<file path="config.mk">
export PLATFORM = sky130hd
export DESIGN_NAME = dmem_dump_ctrl_flat
export DESIGN_NICKNAME = d
export VERILOG_FILES = /design/src/rtl/dmem_dump_pkg.sv /design/src/rtl/dmem_dump_ctrl_if.sv /design/src/rtl/dmem_word_serializer.sv /design/src/rtl/dmem_dump_ctrl.sv /design/src/flat_wrapper.sv
export SDC_FILE = /design/constraint.sdc
export NUM_CORES = 1
export LEC_CHECK = 0
export CAP_MARGIN = 20
export CORE_MARGIN = 5
export CORE_UTILIZATION = 40
export CTS_CLUSTER_DIAMETER = 60
export DETAILED_ROUTE_END_ITERATION = 16
export GPL_ROUTABILITY_DRIVEN = 1
export PLACE_DENSITY_LB_ADDON = 0.3
export SYNTH_ARGS = -nofsm -noshare
export SYNTH_HDL_FRONTEND = slang
export SYNTH_SLANG_ARGS = --single-unit
</file>
<file path="constraint.sdc">
create_clock -name i_clk -period 2 [get_ports i_clk]
set_clock_uncertainty 0.2 [all_clocks]
set_input_delay 0.3 -clock i_clk [delete_from_list [all_inputs] [get_ports i_clk]]
set_output_delay 0.3 -clock i_clk [all_outputs]
set_load 0.005 [all_outputs]
</file>
<file path="src/rtl/dmem_dump_pkg.sv">
// Shared constants for the data-memory dump controller: state encoding,
// word geometry and the byte-to-word address alignment.
package dmem_dump_pkg;

    localparam int BYTES_PER_WORD = 4;
    localparam int ADDR_SHIFT     = 2;

    typedef logic [2:0] state_t;

    localparam state_t IDLE  = 3'd0;
    localparam state_t ARM   = 3'd1;
    localparam state_t FETCH = 3'd2;
    localparam state_t SEND  = 3'd3;
    localparam state_t CHK   = 3'd4;
    localparam state_t DONE  = 3'd5;

endpackage

</file>
<file path="src/rtl/dmem_dump_ctrl_if.sv">
// Byte stream from the dump controller toward the UART TX path (valid/ready).
interface dmem_dump_ctrl_if;
    import dmem_dump_pkg::*;

    logic [7:0] tx_data;
    logic       tx_valid;
    logic       tx_ready;

    modport master (output tx_data, output tx_valid, input tx_ready);
    modport slave  (input tx_data, input tx_valid, output tx_ready);

endinterface

</file>
<file path="src/rtl/dmem_word_serializer.sv">
// Splits one loaded RAM word into bytes, LSB first, over a valid/ready
// handshake; flags the acceptance of the final byte of the word.
module dmem_word_serializer
    import dmem_dump_pkg::*;
#(
    parameter int NB_WIDTH = 32,
    parameter int NB_DATA  = 8
) (
    input  logic                i_clk,
    input  logic                i_reset,
    input  logic                i_load,
    input  logic [NB_WIDTH-1:0] i_word,
    input  logic                i_tx_ready,
    output logic [NB_DATA-1:0]  o_tx_data,
    output logic                o_tx_valid,
    output logic                o_last_byte_accepted
);

    localparam logic [1:0] LAST_BYTE = 2'(BYTES_PER_WORD - 1);

    logic [NB_WIDTH-1:0] shift_q, shift_d;
    logic [1:0]          byte_cnt_q, byte_cnt_d;
    logic                valid_q, valid_d;
    logic                accept_s;

    // Shift register, byte counter and valid flag.
    always_ff @(posedge i_clk or posedge i_reset) begin
        if (i_reset) begin
            shift_q    <= '0;
            byte_cnt_q <= 2'd0;
            valid_q    <= 1'b0;
        end else begin
            shift_q    <= shift_d;
            byte_cnt_q <= byte_cnt_d;
            valid_q    <= valid_d;
        end
    end

    // Load a fresh word, or advance one byte per accepted transfer; data is held while stalled.
    always_comb begin
        accept_s   = valid_q & i_tx_ready;
        shift_d    = shift_q;
        byte_cnt_d = byte_cnt_q;
        valid_d    = valid_q;
        if (i_load) begin
            shift_d    = i_word;
            byte_cnt_d = 2'd0;
            valid_d    = 1'b1;
        end else if (accept_s) begin
            shift_d    = shift_q >> NB_DATA;
            byte_cnt_d = byte_cnt_q + 2'd1;
            valid_d    = (byte_cnt_q != LAST_BYTE);
        end else begin
            valid_d    = valid_q;
        end
    end

    assign o_tx_data            = shift_q[NB_DATA-1:0];
    assign o_tx_valid           = valid_q;
    assign o_last_byte_accepted = accept_s & (byte_cnt_q == LAST_BYTE);

endmodule

</file>
<file path="src/rtl/dmem_dump_ctrl.sv">
// Data-RAM ownership mux between pipeline and debug unit, plus a word-by-word
// memory dump over a byte stream. Define DMEM_DUMP_CHECKSUM_EN to append an XOR checksum byte.
module dmem_dump_ctrl
    import dmem_dump_pkg::*;
#(
    parameter int NB_WIDTH   = 32,
    parameter int NB_ADDR    = 9,
    parameter int NB_DATA    = 8,
    parameter int DUMP_WORDS = (2 ** NB_ADDR) / 4
) (
    input  logic                i_clk,
    input  logic                i_reset,
    input  logic                i_dump_start,
    input  logic                i_pipe_halted,
    input  logic                i_pipe_mem_read,
    input  logic                i_pipe_mem_write,
    input  logic [NB_ADDR-1:0]  i_pipe_addr,
    input  logic [NB_WIDTH-1:0] i_ram_data,
    output logic [NB_ADDR-1:0]  o_ram_addr,
    output logic                o_ram_we,
    output logic                o_dunit_sel,
    output logic                o_busy,
    output logic                o_done,
    output logic                o_conflict,
    dmem_dump_ctrl_if.master    tx
);

    localparam int                NB_IDX    = NB_ADDR - ADDR_SHIFT;
    localparam logic [NB_IDX-1:0] LAST_WORD = NB_IDX'(DUMP_WORDS - 1);

    state_t              state_q, state_d;
    logic [NB_IDX-1:0]   word_idx_q, word_idx_d;
    logic                sel_q, sel_d;
    logic                busy_q, busy_d;
    logic                done_q, done_d;
    logic                conflict_q, conflict_d;
    logic                start_acc_s;
    logic                load_s;
    logic                last_byte_s;
    logic [NB_DATA-1:0]  ser_data_s;
    logic                ser_valid_s;

    assign start_acc_s = (state_q == IDLE) & i_dump_start;
    assign load_s      = (state_q == FETCH);

    dmem_word_serializer #(
        .NB_WIDTH (NB_WIDTH),
        .NB_DATA  (NB_DATA)
    ) u_ser (
        .i_clk                (i_clk),
        .i_reset              (i_reset),
        .i_load               (load_s),
        .i_word               (i_ram_data),
        .i_tx_ready           (tx.tx_ready),
        .o_tx_data            (ser_data_s),
        .o_tx_valid           (ser_valid_s),
        .o_last_byte_accepted (last_byte_s)
    );

    // State, word index and registered status outputs.
    always_ff @(posedge i_clk or posedge i_reset) begin
        if (i_reset) begin
            state_q    <= IDLE;
            word_idx_q <= '0;
            sel_q      <= 1'b0;
            busy_q     <= 1'b0;
            done_q     <= 1'b0;
            conflict_q <= 1'b0;
        end else begin
            state_q    <= state_d;
            word_idx_q <= word_idx_d;
            sel_q      <= sel_d;
            busy_q     <= busy_d;
            done_q     <= done_d;
            conflict_q <= conflict_d;
        end
    end

    // Next-state logic; start requests outside IDLE (including the DONE cycle) are dropped.
    always_comb begin
        state_d    = state_q;
        word_idx_d = word_idx_q;
        case (state_q)
            IDLE: begin
                if (i_dump_start) state_d = ARM;
                else              state_d = IDLE;
            end
            ARM: begin
                if (i_pipe_halted) state_d = FETCH;
                else               state_d = ARM;
            end
            FETCH: state_d = SEND;
            SEND: begin
                if (last_byte_s) begin
                    if (word_idx_q == LAST_WORD) begin
`ifdef DMEM_DUMP_CHECKSUM_EN
                        state_d = CHK;
`else
                        state_d = DONE;
`endif
                    end else begin
                        word_idx_d = word_idx_q + 1'b1;
                        state_d    = FETCH;
                    end
                end else begin
                    state_d = SEND;
                end
            end
            CHK: begin
`ifdef DMEM_DUMP_CHECKSUM_EN
                if (tx.tx_ready) state_d = DONE;
                else             state_d = CHK;
`else
                state_d = IDLE;
`endif
            end
            DONE: begin
                word_idx_d = '0;
                state_d    = IDLE;
            end
            default: begin
                word_idx_d = '0;
                state_d    = IDLE;
            end
        endcase
    end

    // Output decode from the upcoming state so the status flops line up with it.
    always_comb begin
        sel_d      = (state_d == FETCH) || (state_d == SEND);
        busy_d     = (state_d != IDLE);
        done_d     = (state_d == DONE);
        conflict_d = conflict_q;
        if (start_acc_s) begin
            conflict_d = 1'b0;
        end else if ((i_pipe_mem_read | i_pipe_mem_write) & sel_q) begin
            conflict_d = 1'b1;
        end else begin
            conflict_d = conflict_q;
        end
    end

`ifdef DMEM_DUMP_CHECKSUM_EN
    logic [NB_DATA-1:0] csum_q, csum_d;

    // Running XOR of every data byte handed to the TX path.
    always_ff @(posedge i_clk or posedge i_reset) begin
        if (i_reset) csum_q <= '0;
        else         csum_q <= csum_d;
    end

    // Checksum restarts with each accepted dump request.
    always_comb begin
        csum_d = csum_q;
        if (start_acc_s) begin
            csum_d = '0;
        end else if (ser_valid_s & tx.tx_ready) begin
            csum_d = csum_q ^ ser_data_s;
        end else begin
            csum_d = csum_q;
        end
    end

    assign tx.tx_valid = ser_valid_s | (state_q == CHK);
    assign tx.tx_data  = (state_q == CHK) ? csum_q : ser_data_s;
`else
    assign tx.tx_valid = ser_valid_s;
    assign tx.tx_data  = ser_data_s;
`endif

    assign o_ram_addr  = sel_q ? {word_idx_q, 2'b00} : i_pipe_addr;
    assign o_ram_we    = i_pipe_mem_write & ~sel_q;
    assign o_dunit_sel = sel_q;
    assign o_busy      = busy_q;
    assign o_done      = done_q;
    assign o_conflict  = conflict_q;

endmodule

</file>
<file path="src/flat_wrapper.sv">
// flat-port wrapper written by rule: the top's interface ports become plain ports
module dmem_dump_ctrl_flat import dmem_dump_pkg::*;
#(
    parameter int NB_WIDTH   = 32,
    parameter int NB_ADDR    = 9,
    parameter int NB_DATA    = 8,
    parameter int DUMP_WORDS = (2 ** NB_ADDR) / 4
)
  (i_clk, i_reset, i_dump_start, i_pipe_halted, i_pipe_mem_read, i_pipe_mem_write, i_pipe_addr, i_ram_data, o_ram_addr, o_ram_we, o_dunit_sel, o_busy, o_done, o_conflict, tx_tx_data, tx_tx_valid, tx_tx_ready);
  dmem_dump_ctrl_if tx_i ();
  input  logic i_clk;
  input  logic i_reset;
  input  logic i_dump_start;
  input  logic i_pipe_halted;
  input  logic i_pipe_mem_read;
  input  logic i_pipe_mem_write;
  input  logic [NB_ADDR-1:0] i_pipe_addr;
  input  logic [NB_WIDTH-1:0] i_ram_data;
  output logic [NB_ADDR-1:0] o_ram_addr;
  output logic o_ram_we;
  output logic o_dunit_sel;
  output logic o_busy;
  output logic o_done;
  output logic o_conflict;
  output wire logic [$bits(tx_i.tx_data)-1:0] tx_tx_data;
  output wire logic [$bits(tx_i.tx_valid)-1:0] tx_tx_valid;
  input wire logic [$bits(tx_i.tx_ready)-1:0] tx_tx_ready;
  assign tx_tx_data = tx_i.tx_data;
  assign tx_tx_valid = tx_i.tx_valid;
  assign tx_i.tx_ready = tx_tx_ready;
  dmem_dump_ctrl #(.NB_WIDTH(NB_WIDTH), .NB_ADDR(NB_ADDR), .NB_DATA(NB_DATA), .DUMP_WORDS(DUMP_WORDS)) u_core (.i_clk(i_clk), .i_reset(i_reset), .i_dump_start(i_dump_start), .i_pipe_halted(i_pipe_halted), .i_pipe_mem_read(i_pipe_mem_read), .i_pipe_mem_write(i_pipe_mem_write), .i_pipe_addr(i_pipe_addr), .i_ram_data(i_ram_data), .o_ram_addr(o_ram_addr), .o_ram_we(o_ram_we), .o_dunit_sel(o_dunit_sel), .o_busy(o_busy), .o_done(o_done), .o_conflict(o_conflict), .tx(tx_i));
endmodule
</file>
## Word level (Yosys, flattened, before mapping)

Cells that the tools add are included.

| storage, ports and cells | value |
|---|---|
| input bits | 48 |
| output and inout port bits | 23 |
| flip-flop bits (word level) | 49 |
| logic and storage cells | 55 |

| operators by class | value |
|---|---|
| muxes and demuxes | 17 |
| reduce and logical (&&, ||, !) cells | 7 |
| bitwise logic cells | 8 |
| equality and inequality tests | 12 |
| add/subtract/negate cells | 2 |

Operators with widths:

| kind | count |
|---|---|
| $mux 32 | 2 |
| $mux 7 | 2 |
| $pmux 7 s2 | 1 |
| $eq 3x2->1 const B | 4 |
| $pmux 3 s4 | 1 |
| $mux 9 | 1 |
| $add 7x1->7 const B | 1 |
| $eq 7x7->1 const B | 1 |
| $eq 3x3->1 const B | 2 |
| $mux 2 | 3 |
| $mux 3 | 2 |
| $and 1x1->1 | 5 |
| $mux 1 | 5 |
| $ne 2x2->1 const B | 2 |
| $reduce_bool 2->1 | 2 |
| $reduce_or 4->1 | 1 |
| $eq 3x1->1 const B | 1 |
| $logic_not 3->1 | 1 |
| $reduce_and 3->1 | 1 |
| $reduce_bool 3->1 | 1 |
| $add 2x1->2 const B | 1 |
| $eq 2x2->1 const B | 1 |
| $ne 2x1->1 const B | 1 |
| $not 1->1 | 2 |
| other kinds (2) | 2 |

## Logic depth before layout (Yosys ltp)

Gate-level depths: netlist (run 1).

| logic depth | value |
|---|---|
| depth after elaboration | 6 |
| gate-level depth with buffers | 6 |
| depth with buffers taken out | 5 |

## Modules after synthesis

A second synthesis (run 1) with hierarchy kept.

| unflattened totals | value |
|---|---|
| cells, all modules | 277 |
| area total of the unflattened synthesis | 2840.2 um2 |

By module, submodules not included:

| module | sequential area each (um2) | cells an instance | times used | area each (um2) |
|---|---|---|---|---|
| dmem_word_serializer | 875.8 | 194 | 1 | 1999.4 |
| dmem_dump_ctrl | 350.3 | 83 | 1 | 840.8 |

## Least setup slack after synthesis (run 1)

OpenSTA, ideal clock, no wires.

| path | value |
|---|---|
| kind | register -> register |
| start | register u_core.word_idx_q[0] |
| end | register u_core.word_idx_q[3] |
| buffers on the path | 1 |
| setup slack | 0.291 ns |
| period minus slack after synthesis | 1.709 ns |
| arrival | 1.432 ns |
| library setup time | 0.077 ns |
| stages on the path, launching flop included | 7 |
| data required time | 1.723 ns |
| cells stage by stage | dfrtp_1 ha_1 nand4_1 o211ai_2 buf_6 or3_1 a21oi_1 |

| between the ends | value |
|---|---|
| longest elaborated chain between the ends | 4 |
| elaborated cells between the ends (all ways) | 7 |
| those cells by class | add/sub (1); eq/ne (2); mux (3); reduce/logical (1) |

RTL lines:

| element | RTL line | source |
|---|---|---|
| start: declaration | dmem_dump_ctrl.sv:32 | `logic [NB_IDX-1:0] word_idx_q, word_idx_d;` |
| start signal: assignment | dmem_dump_ctrl.sv:71 | `word_idx_q <= word_idx_d;` |
| $add 7x1->7 | dmem_dump_ctrl.sv:102 | `word_idx_d = word_idx_q + 1'b1;` |
| $mux 7 | dmem_dump_ctrl.sv:95 | `if (word_idx_q == LAST_WORD) begin` |
| $mux 7 | dmem_dump_ctrl.sv:94 | `if (last_byte_s) begin` |
| $pmux 7 s2 | dmem_dump_ctrl.sv:83 | `case (state_q)` |

Several ways; a longest one is shown, not always the timed one. The select of a mux whose other input is x is not followed.
A chain may end at the register's enable or synchronous reset.

## Worst setup path after layout (run 1)

| path | value |
|---|---|
| start | register u_core.sel_q, in the netlist u_core.o_dunit_sel |
| end | output port o_dunit_sel |

RTL lines:

| element | RTL line | source |
|---|---|---|
| start: declaration | dmem_dump_ctrl.sv:33 | `logic sel_q, sel_d;` |
| start signal: assignment | dmem_dump_ctrl.sv:72 | `sel_q <= sel_d;` |
| end: declaration | flat_wrapper.sv:21 | `output logic o_dunit_sel;` |

No word-level cell between the ends.

==> impl_metrics.json, run 1 <==
{
  "maxSlewViolCount": 0,
  "seqPwrFrac_pct": 50.8,
  "clock-sinks": 49,
  "maxCapViolCount": 0,
  "grt_overflow": 0,
  "synth_commonest_cells": "49 x dfrtp_1, 46 x nand2_1, 35 x o21ai_0",
  "reg2reg_to": "u_core.word_idx_q[5]$_DFFE_PP0P_",
  "antenna_left": 0,
  "dieArea_um2": 7546,
  "worst_r2r_path_depth": 5,
  "grtUsageTotal_pct": 14.44,
  "setup_tns_ps": 0,
  "start_util_pct": 40.64,
  "ios": 71,
  "port_buffers": 70,
  "setup_viol": 0,
  "hold_violations": 0,
  "p_leak_nw": 1.544,
  "hold_class": "in -> async",
  "grt_pass1_vias": 1886,
  "fin_crit_ps": 1924,
  "p_sw_share_pct": 30.30,
  "place_inst": 367,
  "path_max_fanout": 5,
  "synth_area_leader_cell": "dfrtp_1",
  "seq_area_frac_synth_pct": 51.88,
  "fin_util_pct": 55.85,
  "power.density_nw_per_um2": 890.0,
  "power.internal_mw": 2.015,
  "dpl_cell_area_um2": 3128,
  "ys_types": 34,
  "ys_seq_elements": 49,
  "power_switching_uw": 876.0,
  "synth_edf_count": 0,
  "dp_hpwl_um": 3764,
  "drive_gt1_share_pct": 9.901,
  "cts_max_path_buffers": 2,
  "cts_inserted_buffers": 5,
  "synth_area_leaders": "dfrtp_1 52%, mux2i_1 10%, o21ai_0 7.4%",
  "period_share_pct": 96.21,
  "routed_wl_um": 5103,
  "htreeDepth": 2,
  "r2r-start": "u_core.word_idx_q[0]$_DFFE_PP0P_",
  "crit_type": "reg -> out",
  "worstSetupEndpoint": "o_dunit_sel",
  "yosysMostFrequentCell": "dfrtp_1",
  "yosysTopAreaCellShare_pct": 51.88,
  "ctsHoldBuffers": 0,
  "nets": 352,
  "worstPathArrival_ps": 1420,
  "syn_inst": 237,
  "diodes": 0,
  "syn-num-nets": 287,
  "pwr-share-clk_pct": 20.4,
  "cts_tree": "done",
  "synth.avg_cell_area_um2": 9.973,
  "dieWidth_um": 86.87,
  "start_kind": "flop",
  "fillerInstances": 558,
  "combinationalPowerShare_pct": 28.8,
  "rsz0062_at_grt": "no",
  "synth_area_um2": 2364,
  "startpoint": "u_core.o_dunit_sel$_DFF_PP0_",
  "cp-end-kind": "primary output",
  "ys.flop_type": "dfrtp_1",
  "instances_no_fill": 378,
  "drc": 0,
  "routedWlPerCell_um": 13.50,
  "vias_per_cell": 4.944,
  "synth_warnings": 0,
  "fp.dieH_um": 86.87,
  "required_ps": 1500,
  "grt_pass1_wl_um": 8776,
  "tightest_slew_ps": 469.0,
  "vias": 1869,
  "clkTransAtPathRegs_ps": 100,
  "fmax_mhz": 519.7,
  "firstDrtPassIters": 4,
  "design_area_um2": 3248,
  "core_um2": 5816,
  "slew_headroom_pct": 68.69,
  "clk_latency_ps": 310,
  "grt_max_degree": 68,
  "outcome": "finished clean",
  "ir_drop_mv": 0.3710,
  "gp_congestion": 0.7704,
  "antenna_found_initial": 0,
  "rows": 28,
  "async_flop_share_pct": 100.0,
  "first_iter_violations": 118,
  "cts_root_buf": "clkbuf_8",
  "rrSetupSlack_ps": 170,
  "synthToLayoutAreaGrowth_pct": 37.43
}
## critical path, cell delays in order (launching register included)
cell	delay, ps
dfrtp_2	420
buf_6	140
buf_4	130
clkdlybuf4s50_1	430
## area by class of cell
type	instances	area, µm²	area share [%]
clock inverter	3	25.02	0.7704
sequential	49	1227	37.79
timing repair buffer	80	815.8	25.12
tap	75	93.84	2.889
clock buffer	5	68.82	2.119
multi-input combinational	163	1006	30.97
inverter	3	11.26	0.3467
## logic make-up after synthesis
kind of cell,count (synthesis),share of synthesized area (%)
AO/OA/AOI/OAI,53,12.70
multiplexers,31,13.50
XOR/XNOR,2,0.7413
flip-flops,49,51.88
AND/OR/NAND/NOR,75,14.19
adder cells (fa/ha/maj),2,1.059
buffers and inverters,25,5.929
## registers in the layout, indices dropped and copies added, names as in the netlist
register,count
u_core.o_busy,1
u_core.o_conflict,1
u_core.o_done,1
u_core.o_dunit_sel,1
u_core.state_q,3
u_core.u_ser.byte_cnt_q,2
u_core.u_ser.o_tx_valid,1
u_core.u_ser.shift_q,32
u_core.word_idx_q,7
## through the flow
step | worst slack, ps | hold WS, ps | power [mW]
2_1_floorplan | 290.6 | 216.8 | 1.991
3_3_place_gp | 30.27 | 303.7 | 2.310
3_5_place_dp | 11.41 | 319.3 | 2.360
4_1_cts | 24.20 | 150.0 | 2.937
5_1_grt | 24.27 | 168.2 | 3.124
6_report | 75.83 | 133.1 | 2.891
## how the worst min path moves through the flow
stage | end | cells past startpoint | slack (ps)
after CTS | u_core.u_ser.byte_cnt_q[1]$_DFFE_PP0P_ | 2 | 150
after detailed placement | u_core.word_idx_q[6]$_DFFE_PP0P_ | 1 | 320
after global placement | u_core.u_ser.shift_q[24]$_DFFE_PP0P_ | 2 | 300
after floorplan | u_core.u_ser.shift_q[0]$_DFFE_PP0P_ | 2 | 220
final | u_core.u_ser.byte_cnt_q[1]$_DFFE_PP0P_ | 2 | 130
after global routing | u_core.u_ser.byte_cnt_q[1]$_DFFE_PP0P_ | 2 | 170
## placed cells by master (no fill, tap or decap), drive strengths merged
master,Yosys,routed
nor4,1,1
xor2,2,2
dlygate4sd2,0,8
o31ai,2,2
nor3,1,1
nand2,46,46
dlymetal6s2s,0,2
and4,1,1
and2,1,1
nand4,1,1
o21ai,37,37
nor3b,1,1
a211oi,2,2
or4,1,1
dfrtp,49,49
clkdlybuf4s50,0,60
clkinvlp,0,1
nor2b,5,5
o21a,2,2
ha,2,2
nand2b,1,1
o211ai,1,1
o2bb2ai,1,1
clkinv,0,1
a22oi,1,1
clkbuf,6,5
mux2,7,7
nor2,8,8
buf,16,10
a21oi,5,5
or3,2,2
a21o,1,1
o2111ai,1,1
nand3,6,6
mux2i,24,24
inv,3,4
## layer usage
metal  vias to the layer above  GRT usage (%)  wire (µm)
met5                         -              0          0
met4                         0          3.683         22
met3                         4          2.933        246
met2                        39          23.12       2475
met1                       887          20.07       2358
li1                        939              -          -
## power groups by stage
stage | sequential [mW] | combinational [mW] | clock (mW)
2_1_floorplan | 1.42 | 0.568 | 0
3_3_place_gp | 1.48 | 0.828 | 0
3_5_place_dp | 1.50 | 0.865 | 0
4_1_cts | 1.47 | 0.850 | 0.614
5_1_grt | 1.51 | 0.955 | 0.659
6_report | 1.47 | 0.831 | 0.591
## what timing repair did
item | CTS | global route
gates resized for setup | 12 | 2
buffers inserted | 3 | 0
endpoints found under the setup margin | 11 | 2
(Power assumes the default switching activity.)
==> run 2: changes to the inputs <==
Settings changed: CORE_UTILIZATION 40 to 47, HOLD_SLACK_MARGIN set to 0.15.
==> run 2 against run 1 <==
Compared with the run above: first-iteration DRC count fell by 17%; setup slack improved by 38 ps; die area fell by 13%; clock power fell by 8.6%; sequential cell count did not move; global-route usage rose by 2.0 points; sequential power barely moved.
==> impl_metrics.json, run 2 (synthesis gave the netlist of run 1 again) <==
{
  "outcome": "finished clean",
  "setup_viol": 0,
  "maxCapViolCount": 0,
  "core_um2": 4817,
  "r2r-start": "u_core.word_idx_q[0]$_DFFE_PP0P_",
  "largest_register_ffs": 32,
  "worst_r2r_path_depth": 5,
  "critPathBufInv": 2,
  "layout_common_cells": "60 x clkdlybuf4s50_1, 48 x dfrtp_1, 45 x nand2_1",
  "crit_type": "reg -> out",
  "cts_root_buf": "clkbuf_8",
  "routed.top_layer": "met4",
  "tightest_slew_ps": 390.1,
  "critical_path.slowest_cell": "dfrtp_2",
  "post-place-ws_ps": -63.54,
  "top_register": "u_core.u_ser.shift_q",
  "ir_drop_mv": 0.7131,
  "maxSlewViolCount": 0,
  "reg_top3": "u_core.u_ser.shift_q: 32 flops, u_core.word_idx_q: 7 flops, u_core.state_q: 3 flops",
  "slew_headroom_pct": 74.00,
  "diodes": 0,
  "dp_hpwl_um": 3648,
  "drc": 0,
  "reg2reg_to": "u_core.word_idx_q[5]$_DFFE_PP0P_",
  "rows": 25,
  "fp.dieH_um": 80.92,
  "vias_per_cell": 5.008,
  "cts_tree": "done",
  "wl_met3_um": 233,
  "clk_latency_ps": 290,
  "start_util_pct": 49.06,
  "whs_ps": 166.0,
  "gp_congestion": 0.7553,
  "worstPathArrival_ps": 1390,
  "required_ps": 1500,
  "synthToLayoutAreaGrowth_pct": 36.90,
  "cts_max_path_buffers": 2,
  "port_buffers": 70,
  "critical_path.max_stage_delay_ps": 380,
  "rrSetupSlack_ps": 120,
  "cp-end-kind": "primary output",
  "period_share_pct": 94.28,
  "p_leak_nw": 1.570,
  "fillerInstances": 405,
  "cp_cell_sequence": "buf_6 -> mux2_2 -> dlygate4sd2_1",
  "grtUsageTotal_pct": 16.41,
  "clock-sinks": 49,
  "hold_class": "in -> async",
  "grt_pass1_wl_um": 8404,
  "power_mw": 2.843,
  "routed_wl_um": 4988,
  "fmax_mhz": 530.3,
  "routedWlPerCell_um": 13.44,
  "worst_slack_ps": 114.3,
  "first_iter_violations": 98,
  "dieWidth_um": 80.92,
  "path_max_fanout": 6,
  "rsz0062_at_grt": "no",
  "clkTransAtPathRegs_ps": 80,
  "met2_length_um": 2319,
  "grt_max_degree": 68,
  "fin_crit_ps": 1886,
  "grt_pass1_vias": 1771,
  "firstDrtPassIters": 4,
  "fin_util_pct": 67.17,
  "crit_family": "buffers and inverters",
  "ctsHoldBuffers": 0,
  "nets": 353,
  "htreeDepth": 2,
  "vias": 1858,
  "start_kind": "flop",
  "dieArea_um2": 6547,
  "power.density_nw_per_um2": 878.6,
  "drive_gt1_share_pct": 9.868,
  "hold_violations": 0,
  "antenna_found_initial": 0,
  "antenna_left": 0,
  "drt-met1-wl_um": 2358,
  "cts_inserted_buffers": 5,
  "final_common_cell": "clkdlybuf4s50_1",
  "ios": 71,
  "grt_overflow": 0
}
[run 2: routing by layer]
| layer | track usage (%) | vias up |
|---|---|---|
| met5 | 0 | - |
| met4 | 5.405 | 0 |
| met3 | 3.548 | 4 |
| met2 | 24.30 | 36 |
| met1 | 23.89 | 874 |
| li1 | - | 944 |
[run 2: power breakdown]
part / total, mW / switching, mW / internal, mW
Clock: 0.540 / 0.297 / 0.243
Combinational: 0.835 / 0.349 / 0.487
Sequential: 1.47 / 0.189 / 1.28
Total: 2.84 / 0.835 / 2.01
[run 2: area by class of cell]
| cell class | instances | area (µm²) | share of cell area (%) |
|---|---|---|---|
| Sequential cell | 49 | 1227 | 37.94 |
| Multi-Input combinational cell | 163 | 1015 | 31.36 |
| Timing Repair Buffer | 81 | 815.8 | 25.21 |
| Tap cell | 67 | 83.83 | 2.591 |
| Clock buffer | 6 | 72.57 | 2.243 |
| Inverter | 3 | 11.26 | 0.3480 |
| Clock inverter | 2 | 10.01 | 0.3094 |
[run 2: how the worst max path moves through the flow]
stage               cells after the start                                to                             start
CTS                                     3                          o_ram_we      u_core.o_dunit_sel$_DFF_PP0_
finish                                  3                     o_ram_addr[2]      u_core.o_dunit_sel$_DFF_PP0_
global placement                        5  u_core.word_idx_q[5]$_DFFE_PP0P_                       tx_tx_ready
detailed placement                      5  u_core.word_idx_q[5]$_DFFE_PP0P_                       tx_tx_ready
global route                            6  u_core.word_idx_q[3]$_DFFE_PP0P_  u_core.word_idx_q[0]$_DFFE_PP0P_
floorplan                               6  u_core.word_idx_q[3]$_DFFE_PP0P_  u_core.word_idx_q[0]$_DFFE_PP0P_
[run 2: tightest hold or removal path: cells and delay by family]
family | cells | cell delay (ps)
buffers and inverters | 3 | 730
[run 2: metrics by stage]
step           setup TNS, ps  instances  cell area, µm²
2_1_floorplan              0        237            2364
3_3_place_gp          -9.125        360            3126
3_5_place_dp          -63.54        360            3126
4_1_cts                    0        371            3224
5_1_grt                    0        371            3236
6_report                   0        371            3236
[run 2: what timing repair did]
item                       4_1_cts  5_1_grt
setup endpoints to repair       10        2
buffers inserted                 3        0
resized for setup               12        2
pin swaps                        0        0
==> run 3: changes to the inputs <==
Settings changed: CORE_UTILIZATION 47 to 49, SYNTH_HIERARCHICAL set to 1.
==> run 3 against run 2 <==
Compared with the run above: register-to-register slack improved by 20 ps; largest power group unchanged; critical endpoint is now o_dunit_sel; non-clock buffer count rose by 2; clock power rose by 18%.
==> impl_metrics.json, run 3 <==
{
  "hold_class": "in -> async",
  "setup_viol": 0,
  "met2_length_um": 2847,
  "synthToLayoutAreaGrowth_pct": 28.72,
  "dieWidth_um": 86.14,
  "grtUsageTotal_pct": 17.80,
  "routed.top_layer": "met4",
  "rows": 27,
  "top_register": "u_core/u_ser/shift_q",
  "start_util_pct": 50.95,
  "nets": 384,
  "path_max_fanout": 4,
  "ios": 71,
  "cp-end-kind": "primary output",
  "drc": 0,
  "async_flop_share_pct": 100.0,
  "htreeDepth": 2,
  "required_ps": 1500,
  "cts_max_path_buffers": 2,
  "cts_inserted_buffers": 5,
  "vias_per_cell": 5.491,
  "critical_path.slowest_cell": "clkdlybuf4s50_1",
  "reg_top3": "u_core/u_ser/shift_q: 32 flops, u_core/word_idx_q: 7 flops, u_core/state_q: 3 flops",
  "start_kind": "flop",
  "multi_input_area_um2": 1349,
  "synth_edf_count": 0,
  "maxSlewViolCount": 0,
  "yosysMostFrequentCell": "dfrtp_1",
  "fmax_mhz": 513.2,
  "p_leak_nw": 1.508,
  "final_common_cell": "clkdlybuf4s50_1",
  "dp_hpwl_um": 4143,
  "post-place-ws_ps": -75.32,
  "routedWlPerCell_um": 15.47,
  "routed_wl_um": 6298,
  "hold_violations": 0,
  "seq_area_frac_synth_pct": 43.17,
  "drive_gt1_share_pct": 15.82,
  "ys_types": 41,
  "outcome": "finished clean",
  "fillerInstances": 455,
  "core_um2": 5574,
  "maxCapViolCount": 0,
  "grt_overflow": 0,
  "ys_seq_elements": 49,
  "cp_cell_sequence": "buf_4 -> buf_4 -> clkdlybuf4s50_1",
  "gp_congestion": 0.8552,
  "rsz0062_at_grt": "no",
  "synth_area_um2": 2840,
  "dieArea_um2": 7419,
  "worstPathArrival_ps": 1450,
  "critPathMostFrequentCell": "buf_4",
  "cts_tree": "done",
  "largest_register_ffs": 32,
  "ff_latch_area_um2": 1227,
  "synth_commonest_cells": "49 x dfrtp_1, 38 x nand2_1, 26 x nand2b_1",
  "tightest_slew_ps": 548.2,
  "synth_warnings": 6,
  "antenna_found_initial": 0,
  "vias": 2235,
  "critPathBufInv": 3,
  "power_mw": 3.254,
  "grt_pass1_vias": 2207,
  "clk_latency_ps": 300,
  "power.density_nw_per_um2": 889.9,
  "diodes": 0,
  "syn-num-nets": 327,
  "whs_ps": 175.6,
  "clkTransAtPathRegs_ps": 80,
  "slew_headroom_pct": 63.41,
  "grt_pass1_wl_um": 10570,
  "ctsHoldBuffers": 0,
  "synth_area_leader_cell": "dfrtp_1",
  "period_share_pct": 97.43,
  "drt-met1-wl_um": 2999,
  "port_buffers": 70,
  "worst_slack_ps": 51.40,
  "yosysTopAreaCellShare_pct": 43.17,
  "grt_max_degree": 92,
  "fin_crit_ps": 1949,
  "synth.avg_cell_area_um2": 10.25,
  "critical_path.max_stage_delay_ps": 440,
  "ir_drop_mv": 0.4792,
  "firstDrtPassIters": 5,
  "cts_root_buf": "clkbuf_8",
  "syn_inst": 277,
  "synth_area_leaders": "dfrtp_1 43%, nand4b_1 7.4%, nand2b_1 5.7%",
  "fp.dieH_um": 86.14,
  "wl_met3_um": 353,
  "layout_common_cells": "60 x clkdlybuf4s50_1, 48 x dfrtp_1, 38 x nand2_1",
  "crit_type": "reg -> out",
  "ys.flop_type": "dfrtp_1",
  "first_iter_violations": 149,
  "crit_family": "buffers and inverters",
  "clock-sinks": 49,
  "antenna_left": 0
}
-- run 3: cell type report --
type	count	share of cell area [%]
multi-input cells	182	36.89
flip-flops and latches	49	33.57
repair buffers	83	22.96
clock buffers	7	2.635
well taps	72	2.464
inverters	13	1.335
clock inverters	1	0.1369
-- run 3: worst paths after layout --
path,startpoint,endpoint,slack [ps],cells past startpoint
max,u_core/o_dunit_sel$_DFF_PP0_,o_dunit_sel,50,3
min,i_reset,u_core/state_q[1]$_DFF_PP0_,180,2
max reg2reg,u_core/u_ser/byte_cnt_q[0]$_DFFE_PP0P_,u_core/word_idx_q[5]$_DFFE_PP0P_,140,5
min reg2reg,u_core/o_conflict$_DFFE_PP0P_,u_core/o_conflict$_DFFE_PP0P_,330,2
max in group asynchronous,i_reset,u_core/o_dunit_sel$_DFF_PP0_,1040,2
min in group i_clk,u_core/o_conflict$_DFFE_PP0P_,u_core/o_conflict$_DFFE_PP0P_,330,2
-- run 3: through the flow --
stage	util, %	setup TNS [ps]	cell area (µm²)	cells
finish	65.59	0	3656	407
global route	65.59	0	3656	407
CTS	65.41	0	3646	407
detailed placement	63.25	-89.84	3526	396
global placement	63.25	-51.83	3526	396
floorplan	-	0	2840	277
-- run 3: cells by family (layout without fill, tap and decap cells) --
| family | after synthesis | count (layout) | share of synthesized area (%) |
|---|---|---|---|
| AO/OA/AOI/OAI | 57 | 57 | 18.81 |
| adder cells (fa/ha/maj) | 2 | 2 | 0.8809 |
| buffers and inverters | 46 | 104 | 9.559 |
| flip-flops | 49 | 49 | 43.17 |
| multiplexers | 9 | 9 | 3.480 |
| AND/OR/NAND/NOR | 114 | 114 | 24.10 |
-- run 3: worst reg2reg max path, stage by stage (launching register included) --
cell and delay (ps):
dfrtp_1 380, ha_1 190, and3_2 250, nand3_4 130, or4_1 490, a21oi_1 160
-- run 3: metal layers --
| layer | vias to the layer above | track usage [%] |
|---|---|---|
| met1 | 1070 | 25.56 |
| met3 | 9 | 2.882 |
| met2 | 68 | 26.98 |
| met5 | - | 0 |
| li1 | 1088 | - |
| met4 | 0 | 6.475 |
-- run 3: power breakdown --
group / internal (mW) / switching, mW / leakage [nW]
Sequential: 1.28 / 0.193 / 0.627
Combinational: 0.648 / 0.493 / 0.827
Clock: 0.313 / 0.324 / 0.0542
Total: 2.24 / 1.01 / 1.51
-- run 3: timing repair --
action,in CTS,in global routing
endpoints found under the setup margin,12,2
gates resized for setup,14,3
pin swaps,0,0
setup buffers,3,0
